$ cat config.mk
export PLATFORM = sky130hd
export DESIGN_NAME = lcd_num_disp_flat
export DESIGN_NICKNAME = d
export VERILOG_FILES = /design/src/rtl/lcd_num_disp_if.sv /design/src/rtl/lcd_num_disp.sv /design/src/flat_wrapper.sv
export SDC_FILE = /design/constraint.sdc
export NUM_CORES = 1
export LEC_CHECK = 0
export BUFFER_PORTS_ARGS = -buffer_cell sky130_fd_sc_hd__buf_2
export CAP_MARGIN = 20
export CORE_AREA = 2 2 77 79
export CTS_BUF_LIST = sky130_fd_sc_hd__clkbuf_16
export DETAILED_ROUTE_END_ITERATION = 16
export DIE_AREA = 0 0 79 81
export HOLD_SLACK_MARGIN = 0.1
export PLACE_DENSITY = 0.79
export SETUP_SLACK_MARGIN = 0.1
export SKIP_CTS_REPAIR_TIMING = 1
export SYNTH_ARGS = -nofsm -noshare
export SYNTH_HDL_FRONTEND = slang
export SYNTH_SLANG_ARGS = --single-unit
export TNS_END_PERCENT = 1
$ cat constraint.sdc
create_clock -name clk -period 7.3 [get_ports clk]
set_input_delay 0.73 -clock clk [delete_from_list [all_inputs] [get_ports clk]]
set_output_delay 0.73 -clock clk [all_outputs]
set_load 0.01 [all_outputs]
$ cat src/rtl/lcd_num_disp_if.sv
// Update handshake plus HD44780-style LCD write bus for lcd_num_disp.
// The master side offers BCD values; the slave side drives the LCD pins.
interface lcd_num_disp_if #(
    parameter int NUM_DIGITS = 4
);
    logic                    upd_valid;
    logic [4*NUM_DIGITS-1:0] bcd;
    logic                    upd_ready;
    logic [7:0]              lcd_data;
    logic                    en;
    logic                    rs;
    logic                    wr;

    modport master (
        output upd_valid, bcd,
        input  upd_ready, lcd_data, en, rs, wr
    );

    modport slave (
        input  upd_valid, bcd,
        output upd_ready, lcd_data, en, rs, wr
    );
endinterface

$ cat src/rtl/lcd_num_disp.sv
// Writes a fixed-point BCD value followed by " degC" to a character LCD.
// Optional feature macro: LCD_LEAD_ZERO_BLANK_EN blanks leading integer zeros.
module lcd_num_disp #(
    parameter int NUM_DIGITS     = 4,
    parameter int FRAC_DIGITS    = 2,
    parameter int EN_CYCLES      = 2,
    parameter int SETTLE_CYCLES  = 3,
    parameter int CLR_CYCLES     = 10,
    parameter int POWERUP_CYCLES = 5
) (
    input logic          clk,
    input logic          rst,
    lcd_num_disp_if.slave bus
);
    localparam int INT_DIGITS = NUM_DIGITS - FRAC_DIGITS;
    localparam int HAS_PT     = (FRAC_DIGITS > 0) ? 1 : 0;
    localparam int FRAME_LEN  = NUM_DIGITS + HAS_PT + 4;
    localparam int BW         = 4 * NUM_DIGITS;

    localparam logic [15:0] PWRUP_LAST  = 16'(POWERUP_CYCLES - 1);
    localparam logic [15:0] EN_LAST     = 16'(EN_CYCLES - 1);
    localparam logic [15:0] SETTLE_LAST = 16'(SETTLE_CYCLES - 1);
    localparam logic [15:0] CLR_LAST    = 16'(CLR_CYCLES - 1);
    localparam logic [3:0]  FRAME_LAST  = 4'(FRAME_LEN - 1);
    localparam logic [3:0]  INIT_LAST   = 4'd3;

    typedef enum logic [2:0] {PWRUP, SETUP, PULSE, HOLD, IDLE} state_t;

    state_t         state_q;
    logic [15:0]    cnt_q;
    logic [3:0]     idx_q;
    logic           frame_q;
    logic           en_q;
    logic           rs_q;
    logic [7:0]     data_q;
    logic           ready_q;
    logic [BW-1:0]  bcd_q;

    logic [3:0]     idx_d;
    logic [7:0]     data_d;
    logic           last_d;
    logic [15:0]    hold_last_d;

    function automatic logic [7:0] digit_char(input logic [3:0] n);
        return (n <= 4'd9) ? (8'h30 + {4'h0, n}) : 8'h3F;
    endfunction

`ifdef LCD_LEAD_ZERO_BLANK_EN
    // Digit k is blanked when it and every digit to its left are zero,
    // except the units digit, which always shows.
    function automatic logic is_lead_zero(input logic [BW-1:0] v, input int k);
        logic z;
        z = 1'b1;
        for (int j = 0; j < NUM_DIGITS; j++)
            if (j <= k && v[4*(NUM_DIGITS-1-j) +: 4] != 4'h0) z = 1'b0;
        return z && (k < INT_DIGITS - 1);
    endfunction
`endif

    function automatic logic [7:0] init_byte(input logic [3:0] idx);
        case (idx)
            4'd0:    return 8'h38;
            4'd1:    return 8'h0C;
            4'd2:    return 8'h01;
            default: return 8'h06;
        endcase
    endfunction

    // Frame layout: cursor home, integer digits, optional point, fraction, " ", deg, "C".
    function automatic logic [7:0] frame_byte(input logic [3:0] idx, input logic [BW-1:0] v);
        int i;
        int k;
        i = int'(idx);
        k = 0;
        if (i == 0) return 8'h80;
        if (i <= INT_DIGITS) begin
            k = i - 1;
`ifdef LCD_LEAD_ZERO_BLANK_EN
            if (is_lead_zero(v, k)) return 8'h20;
`endif
            return digit_char(v[4*(NUM_DIGITS-1-k) +: 4]);
        end
        if (HAS_PT == 1 && i == INT_DIGITS + 1) return 8'h2E;
        if (i <= NUM_DIGITS + HAS_PT) begin
            k = i - 1 - HAS_PT;
            return digit_char(v[4*(NUM_DIGITS-1-k) +: 4]);
        end
        if (i == NUM_DIGITS + HAS_PT + 1) return 8'h20;
        if (i == NUM_DIGITS + HAS_PT + 2) return 8'hDF;
        return 8'h43;
    endfunction

    always_comb begin
        idx_d       = idx_q + 4'd1;
        data_d      = frame_q ? frame_byte(idx_d, bcd_q) : init_byte(idx_d);
        last_d      = frame_q ? (idx_q == FRAME_LAST) : (idx_q == INIT_LAST);
        hold_last_d = (data_q == 8'h01) ? CLR_LAST : SETTLE_LAST;
    end

    always_ff @(posedge clk) begin
        if (rst) begin
            state_q <= PWRUP;
            cnt_q   <= 16'd0;
            idx_q   <= 4'd0;
            frame_q <= 1'b0;
            en_q    <= 1'b0;
            rs_q    <= 1'b0;
            data_q  <= 8'h00;
            ready_q <= 1'b0;
        end else begin
            case (state_q)
                PWRUP: begin
                    if (cnt_q == PWRUP_LAST) begin
                        state_q <= SETUP;
                        cnt_q   <= 16'd0;
                        idx_q   <= 4'd0;
                        frame_q <= 1'b0;
                        rs_q    <= 1'b0;
                        data_q  <= init_byte(4'd0);
                    end else begin
                        cnt_q <= cnt_q + 16'd1;
                    end
                end
                SETUP: begin
                    state_q <= PULSE;
                    en_q    <= 1'b1;
                    cnt_q   <= 16'd0;
                end
                PULSE: begin
                    if (cnt_q == EN_LAST) begin
                        state_q <= HOLD;
                        en_q    <= 1'b0;
                        cnt_q   <= 16'd0;
                    end else begin
                        cnt_q <= cnt_q + 16'd1;
                    end
                end
                HOLD: begin
                    if (cnt_q == hold_last_d) begin
                        cnt_q <= 16'd0;
                        if (last_d) begin
                            state_q <= IDLE;
                            ready_q <= 1'b1;
                        end else begin
                            state_q <= SETUP;
                            idx_q   <= idx_d;
                            data_q  <= data_d;
                            // Only the cursor command at index 0 of a frame is rs=0.
                            rs_q    <= frame_q;
                        end
                    end else begin
                        cnt_q <= cnt_q + 16'd1;
                    end
                end
                IDLE: begin
                    if (bus.upd_valid) begin
                        state_q <= SETUP;
                        ready_q <= 1'b0;
                        bcd_q   <= bus.bcd;
                        frame_q <= 1'b1;
                        idx_q   <= 4'd0;
                        rs_q    <= 1'b0;
                        data_q  <= 8'h80;
                    end
                end
                default: state_q <= PWRUP;
            endcase
        end
    end

    assign bus.upd_ready = ready_q;
    assign bus.lcd_data  = data_q;
    assign bus.en        = en_q;
    assign bus.rs        = rs_q;
    assign bus.wr        = 1'b0;
endmodule
$ cat src/flat_wrapper.sv
// flat-port wrapper written by rule: the top's interface ports become plain ports
module lcd_num_disp_flat 
#(
    parameter int NUM_DIGITS     = 4,
    parameter int FRAC_DIGITS    = 2,
    parameter int EN_CYCLES      = 2,
    parameter int SETTLE_CYCLES  = 3,
    parameter int CLR_CYCLES     = 10,
    parameter int POWERUP_CYCLES = 5
)
  (clk, rst, bus_upd_valid, bus_bcd, bus_upd_ready, bus_lcd_data, bus_en, bus_rs, bus_wr);
  lcd_num_disp_if #(.NUM_DIGITS(NUM_DIGITS)) bus_i ();
  input logic clk;
  input logic rst;
  input wire logic [$bits(bus_i.upd_valid)-1:0] bus_upd_valid;
  input wire logic [$bits(bus_i.bcd)-1:0] bus_bcd;
  output wire logic [$bits(bus_i.upd_ready)-1:0] bus_upd_ready;
  output wire logic [$bits(bus_i.lcd_data)-1:0] bus_lcd_data;
  output wire logic [$bits(bus_i.en)-1:0] bus_en;
  output wire logic [$bits(bus_i.rs)-1:0] bus_rs;
  output wire logic [$bits(bus_i.wr)-1:0] bus_wr;
  assign bus_i.upd_valid = bus_upd_valid;
  assign bus_i.bcd = bus_bcd;
  assign bus_upd_ready = bus_i.upd_ready;
  assign bus_lcd_data = bus_i.lcd_data;
  assign bus_en = bus_i.en;
  assign bus_rs = bus_i.rs;
  assign bus_wr = bus_i.wr;
  lcd_num_disp #(.NUM_DIGITS(NUM_DIGITS), .FRAC_DIGITS(FRAC_DIGITS), .EN_CYCLES(EN_CYCLES), .SETTLE_CYCLES(SETTLE_CYCLES), .CLR_CYCLES(CLR_CYCLES), .POWERUP_CYCLES(POWERUP_CYCLES)) u_core (.clk(clk), .rst(rst), .bus(bus_i));
endmodule
### Word level (Yosys, flattened, before mapping)

Cells that the tools add are included.

| operators by class | value |
|---|---|
| reduce and logical (&&, ||, !) cells | 14 |
| mux-type cells | 72 |
| bitwise gates (word level) | 1 |
| $lt $le $gt $ge | 4 |
| shift-type cells | 2 |
| equal/unequal tests | 21 |
| add/sub/neg operators | 8 |

Operators by type and width:

| cell | number |
|---|---|
| $mux 8 | 20 |
| $pmux 16 s4 | 1 |
| $shiftx 16x32->4 | 2 |
| $sub 3x30->30 const A | 2 |
| $mux 16 | 3 |
| $mux 1 | 30 |
| $sub 30x2->30 const B | 1 |
| $pmux 8 s3 | 1 |
| $mux 4 | 5 |
| $pmux 6 s3 | 1 |
| $add 16x1->16 const B | 1 |
| $eq 16x1->1 const B | 1 |
| $eq 16x16->1 | 1 |
| $eq 16x3->1 const B | 1 |
| $mux 3 | 5 |
| $pmux 3 s5 | 1 |
| $add 6x4->7 const A | 2 |
| $eq 4x4->1 const B | 3 |
| $pmux 4 s3 | 1 |
| $eq 4x2->1 const B | 2 |
| $eq 8x1->1 const B | 1 |
| $le 4x4->1 const B | 2 |
| $logic_not 4->1 | 2 |
| $ne 2x1->1 const B | 4 |
| 21 further kinds | 29 |

| storage, ports and cells | value |
|---|---|
| word-level logic and storage cells | 131 |
| bits of input ports | 19 |
| output and inout bits | 12 |
| flip-flop bits (word level) | 51 |

### Longest topological paths before layout

| depth | value |
|---|---|
| word-level depth | 28 |
| mapped depth | 11 |
| mapped depth without buffers | 8 |

### Worst setup path before layout

Ideal clock, no wire load.

| path | value |
|---|---|
| kind | reg2reg |
| start point | register u_core.data_q[3] (netlist: u_core.bus.lcd_data[3]) |
| end point | register u_core.data_q[0] (netlist: u_core.bus.lcd_data[0]) |
| library setup time | 125 ps |
| cell stages (with the launch flop) | 8 |
| required time | 7175 ps |
| path buffers | 1 |
| clock period less this slack | 2598 ps |
| arrival | 2473 ps |
| path slack | 4702 ps |
| cells stage by stage | dfxtp_1 or4_4 or4_4 a2111oi_4 a21oi_2 buf_2 a32oi_1 o31ai_1 |

| on the way | value |
|---|---|
| word-level cells in the longest chain between the ends | 5 |

Ends and longest elaborated chain:

| item | line | RTL |
|---|---|---|
| start, declared | lcd_num_disp.sv:35 | `logic [7:0] data_q;` |
| start signal, assigned | lcd_num_disp.sv:119 | `data_q <= init_byte(4'd0);` |
| start signal, assigned | lcd_num_disp.sv:147 | `data_q <= data_d;` |
| $eq 8x1->1 | lcd_num_disp.sv:97 | `hold_last_d = (data_q == 8'h01) ? CLR_LAST : SETTLE_LAST;` |
| $mux 4 | lcd_num_disp.sv:97 |  |
| $eq 16x16->1 | lcd_num_disp.sv:139 | `if (cnt_q == hold_last_d) begin` |
| $ne 2x1->1 (no source line) | n/a |  |
| $reduce_and 5->1 (no source line) | n/a |  |

No other way between the ends.
A chain may end at the register's enable or synchronous reset.

### Worst setup path after layout

| path | value |
|---|---|
| start point | register u_core.idx_q[0] |
| end point | register u_core.data_q[1] (netlist: u_core.bus.lcd_data[1]) |

| on the way | value |
|---|---|
| word-level cells in the longest chain between the ends | 22 |
| elaborated cells between the ends (all ways) | 65 |
| classes of those cells | 7 x add/sub; 4 x order compare; 8 x eq/ne; 2 x shift; 41 x mux; 3 x reduce/logical |

Ends and longest elaborated chain:

| item | line | RTL |
|---|---|---|
| start, declared | lcd_num_disp.sv:31 | `logic [3:0] idx_q;` |
| start signal, assigned | lcd_num_disp.sv:146 | `idx_q <= idx_d;` |
| branches (longest 22 deep; another with $sub 30x2->30) | n/a |  |

Several ways; the timed one is not identified. The select of a mux whose other input is x is not followed.

==> impl_results.rst <==
.. list-table::
   :header-rows: 1

   * - Metric
     - Value
   * - Status
     - finished clean
   * - Origin of the worst setup path
     - u_core.idx_q[0]$_SDFFE_PP0P_
   * - Data arrival time of the critical path
     - 3.61 ns
   * - Final Hold Violating Endpoints
     - 0
   * - Std cell rows
     - 28
   * - Number of enable-type register cells in the synthesized netlist
     - 16
   * - Crit Reg-Reg Startpoint
     - u_core.idx_q[0]$_SDFFE_PP0P_
   * - First-pass iteration count of the detailed router
     - 5
   * - Slowest library cell on the worst path
     - sky130_fd_sc_hd__dfxtp_1
   * - Detail Placement HPWL
     - 5420 um
   * - Deepest clock path buffer count
     - 2
   * - Largest delay share family, worst path
     - compound AO/OA/AOI/OAI gates
   * - Post-route standard cell area excluding fillers
     - 0.003610 sq mm
   * - Pwr/cell area
     - 228.5 mW/mm^2
   * - Startpoint of the tightest hold check path
     - u_core.bus.lcd_data[4]$_SDFFE_PP0P_
   * - I/O pins
     - 31
   * - Die area
     - 0.006399 sq mm
   * - Cell chain of the critical path
     - clkinv_1, ha_1, nor3b_1, xnor2_1, nand2_1, o221ai_1, a221oi_1, o32ai_1
   * - Shortest period the worst path allows
     - 3.416 ns
   * - Routability congestion estimate
     - 0.9115
   * - Average routed wire per standard cell
     - 16.27 um
   * - Worst setup SP type
     - flip-flop
   * - First-pass GRT wire length
     - 12680 um
   * - Mean instance size in the synthesized netlist
     - 8.659 sq um
   * - Met3 WL post-DR
     - 364 um
   * - Element type at the critical path end
     - flip-flop
   * - Die outline height
     - 81 um
   * - Capturing point of the worst reg2reg path
     - u_core.bus.lcd_data[1]$_SDFFE_PP0P_
   * - Fraction of the cycle the final worst path needs
     - 0.4679
   * - Number of antenna violations at the first check in global routing
     - 0
   * - Finish-stage setup viols
     - 0
   * - Setup slack on the worst flop-to-flop path
     - 3.88 ns
   * - Leading cell type in the layout, fill and taps excluded
     - sky130_fd_sc_hd__nand2_1
   * - Met1 Routed Length
     - 3421 um
   * - Cell count after synthesis
     - 378
   * - Stages on worst setup path
     - 8
   * - Worst-skew pair later-pin latency
     - 0.29 ns
   * - Critical Path End
     - u_core.bus.lcd_data[1]$_SDFFE_PP0P_
   * - Netlist cell types
     - 59
   * - Average vias per placed instance
     - 6.349
   * - WL met2
     - 3704 um
   * - Highest layer used for signal routing
     - met4
   * - Unrepaired setup endpoints after global routing
     - false
   * - Number of nets still failing antenna checks after routing
     - 0
   * - Count of nets after finishing
     - 419
   * - Area growth syn-to-layout
     - 10.28%
   * - Drt first-iter violations
     - 226
   * - Worst rel slew slack
     - 0.2181
   * - Final Max Slew Viols
     - 0
   * - Clock-pin slew reported for the worst setup and hold paths after clock tree synthesis
     - 0.07 ns
   * - Via count of the first global-routing pass
     - 2643
   * - Count of unresolved DRC violations after routing
     - 0
   * - Maximum number of pins on one net before global-route repair
     - 52
   * - Worst Reg2Reg Path Length in Cells
     - 8
   * - Total detailed-routing wirelength
     - 7599 um
   * - Warning count from the yosys run
     - 0
   * - Worst Path Max Fanout
     - 18
   * - Number of buffers and inverters on the critical path
     - 1
   * - Placed cell count
     - 458
   * - H-Tree Depth
     - 2
   * - Placeable core area
     - 0.005675 sq mm
   * - Clock tree root buffer cell
     - sky130_fd_sc_hd__clkbuf_16
   * - Via total after detailed routing
     - 2965
   * - Non-filler instance count after layout
     - 467
   * - Worst endpoint required time
     - 7.49 ns
   * - Port bufs
     - 29
   * - Peak per-stage delay on the critical path
     - 0.76 ns
   * - Worst-case clock skew
     - 0.008859 ns
   * - Hold Worst Slack
     - 0.4724 ns
   * - TritonCTS Buffers
     - 5
   * - Maximum clock rate
     - 292.8 MHz
   * - Die width
     - 79 um
   * - Syn Std Cell Area
     - 0.003273 sq mm
   * - Worst voltage drop across the vdd grid
     - 0.0001768 V
   * - Total grt overflow
     - 0
   * - Clock net sink count
     - 51
   * - Net Count, Synth
     - 406
   * - Share of the yosys chip area belonging to registers
     - 0.3609
   * - Clock tree from TritonCTS
     - yes
   * - Cell Area, Placed
     - 0.003425 sq mm
   * - P_leak
     - 0.001275 uW
   * - Fraction of registers with async set or reset after synthesis
     - 0
   * - Category of the most critical setup path
     - reg -> reg
   * - Number of register bits inferred by synthesis
     - 51
   * - Commonest cells after routing, fill and taps aside
     - sky130_fd_sc_hd__nand2_1 (43), sky130_fd_sc_hd__dfxtp_1 (35), sky130_fd_sc_hd__nor2_1 (30), sky130_fd_sc_hd__o21ai_0 (29), sky130_fd_sc_hd__buf_2 (29)
   * - Worst Hold Class
     - reg -> reg
   * - Aggregate negative setup slack
     - 0 ns
   * - Transition at the pin with the smallest max-transition slack
     - 1.163 ns
   * - Most used DFF post-synth
     - sky130_fd_sc_hd__dfxtp_1
   * - Total power consumption of the routed design
     - 824.7 uW
   * - Layout cells sized above 1
     - 0.1327
   * - Antenna diode count
     - 0
   * - Starting utilization of the core area
     - 0.5767
   * - Global router's overall resource usage
     - 0.2498
   * - Count of maximum capacitance violations
     - 0
[flip-flops by register name, indices dropped and copies added, names as in the netlist]
name                  cells
u_core.bus.rs             1
u_core.state_q            3
u_core.cnt_q             16
u_core.bcd_q             16
u_core.frame_q            1
u_core.bus.lcd_data       8
u_core.idx_q              4
u_core.bus.upd_ready      1
u_core.bus.en             1
[area by class of cell]
cell class              count  area [sq um]
clock buffers               6         150.1
inverters                  12         45.04
multi-input cells         289          1944
well taps                  75         93.84
fillers                   514          2066
clock inverters             2         7.507
repair buffers             32         187.7
flip-flops and latches     51          1181
[cells in the mapped netlist (4+ instances only)]
master | instances | share of area
sky130_fd_sc_hd__nor4b_1 | 9 | 0.024
sky130_fd_sc_hd__a21oi_1 | 21 | 0.032
sky130_fd_sc_hd__a32oi_1 | 5 | 0.013
sky130_fd_sc_hd__o211ai_1 | 5 | 0.011
sky130_fd_sc_hd__o21ai_0 | 29 | 0.044
sky130_fd_sc_hd__nor2b_1 | 5 | 0.0096
sky130_fd_sc_hd__nand3b_1 | 5 | 0.011
sky130_fd_sc_hd__nor3_1 | 9 | 0.014
sky130_fd_sc_hd__nand3_1 | 13 | 0.020
sky130_fd_sc_hd__edfxtp_1 | 16 | 0.15
sky130_fd_sc_hd__nand4_1 | 7 | 0.013
sky130_fd_sc_hd__dfxtp_1 | 35 | 0.21
sky130_fd_sc_hd__clkbuf_1 | 21 | 0.024
sky130_fd_sc_hd__inv_1 | 10 | 0.011
sky130_fd_sc_hd__nor3b_1 | 11 | 0.025
sky130_fd_sc_hd__nand2_1 | 43 | 0.049
sky130_fd_sc_hd__nor4_1 | 9 | 0.017
sky130_fd_sc_hd__nor2_1 | 30 | 0.034
sky130_fd_sc_hd__and3_1 | 4 | 0.0076
sky130_fd_sc_hd__o32ai_1 | 4 | 0.011
sky130_fd_sc_hd__mux2i_1 | 4 | 0.012
sky130_fd_sc_hd__mux4_2 | 9 | 0.062
sky130_fd_sc_hd__o31ai_1 | 7 | 0.016
sky130_fd_sc_hd__ha_1 | 9 | 0.034
[how the worst min path moves through the flow]
stage / to / slack (ns) / depth (start not counted)
after floorplan: u_core.cnt_q[10]$_SDFFE_PP0P_ / 0.48 / 2
after global placement: u_core.bus.lcd_data[4]$_SDFFE_PP0P_ / 0.46 / 2
after detailed placement: u_core.bus.lcd_data[4]$_SDFFE_PP0P_ / 0.46 / 2
after CTS: u_core.bus.lcd_data[4]$_SDFFE_PP0P_ / 0.47 / 2
after global routing: u_core.bus.lcd_data[4]$_SDFFE_PP0P_ / 0.50 / 2
final: u_core.bus.lcd_data[4]$_SDFFE_PP0P_ / 0.47 / 2
[cells by family (layout without fill, tap and decap cells)]
kind of cell | Yosys count | in the layout | synth area share
adder cells (fa/ha/maj) | 9 | 9 | 0.03440
flip-flops | 51 | 51 | 0.3609
XOR/XNOR | 5 | 5 | 0.01338
AND/OR/NAND/NOR | 164 | 164 | 0.2733
multiplexers | 13 | 13 | 0.07416
other | 1 | 1 | 0.001146
buffers and inverters | 38 | 52 | 0.04511
AO/OA/AOI/OAI | 97 | 97 | 0.1976
[worst register-to-register path, stage by stage (launching register included)]
cell	delay, ns
sky130_fd_sc_hd__dfxtp_1	0.76
sky130_fd_sc_hd__clkinv_1	0.51
sky130_fd_sc_hd__ha_1	0.56
sky130_fd_sc_hd__nor3b_1	0.30
sky130_fd_sc_hd__xnor2_1	0.18
sky130_fd_sc_hd__nand2_1	0.12
sky130_fd_sc_hd__o221ai_1	0.37
sky130_fd_sc_hd__a221oi_1	0.17
sky130_fd_sc_hd__o32ai_1	0.34
[per-stage QoR]
stage / setup slack [ns] / utilization
2_1_floorplan: 4.702 / -
3_3_place_gp: 4.027 / 0.6034
3_5_place_dp: 3.884 / 0.6034
4_1_cts: 3.888 / 0.6312
5_1_grt: 3.491 / 0.6360
6_report: 3.884 / 0.6360
[power by group]
part           internal [uW]  leakage (uW)  switching [uW]
combinational           87.4      0.000764             135
clock                    146     0.0000846             101
sequential               319      0.000427            37.7
total                    552       0.00127             273
[per-layer routing]
metal / vias to the layer above / GRT usage
met3: 14 / 0.03889
met4: 0 / 0.06897
met1: 1389 / 0.3261
li1: 1459 / -
met5: - / 0
met2: 103 / 0.4331
No activity file was read; power rests on OpenSTA's default activity.
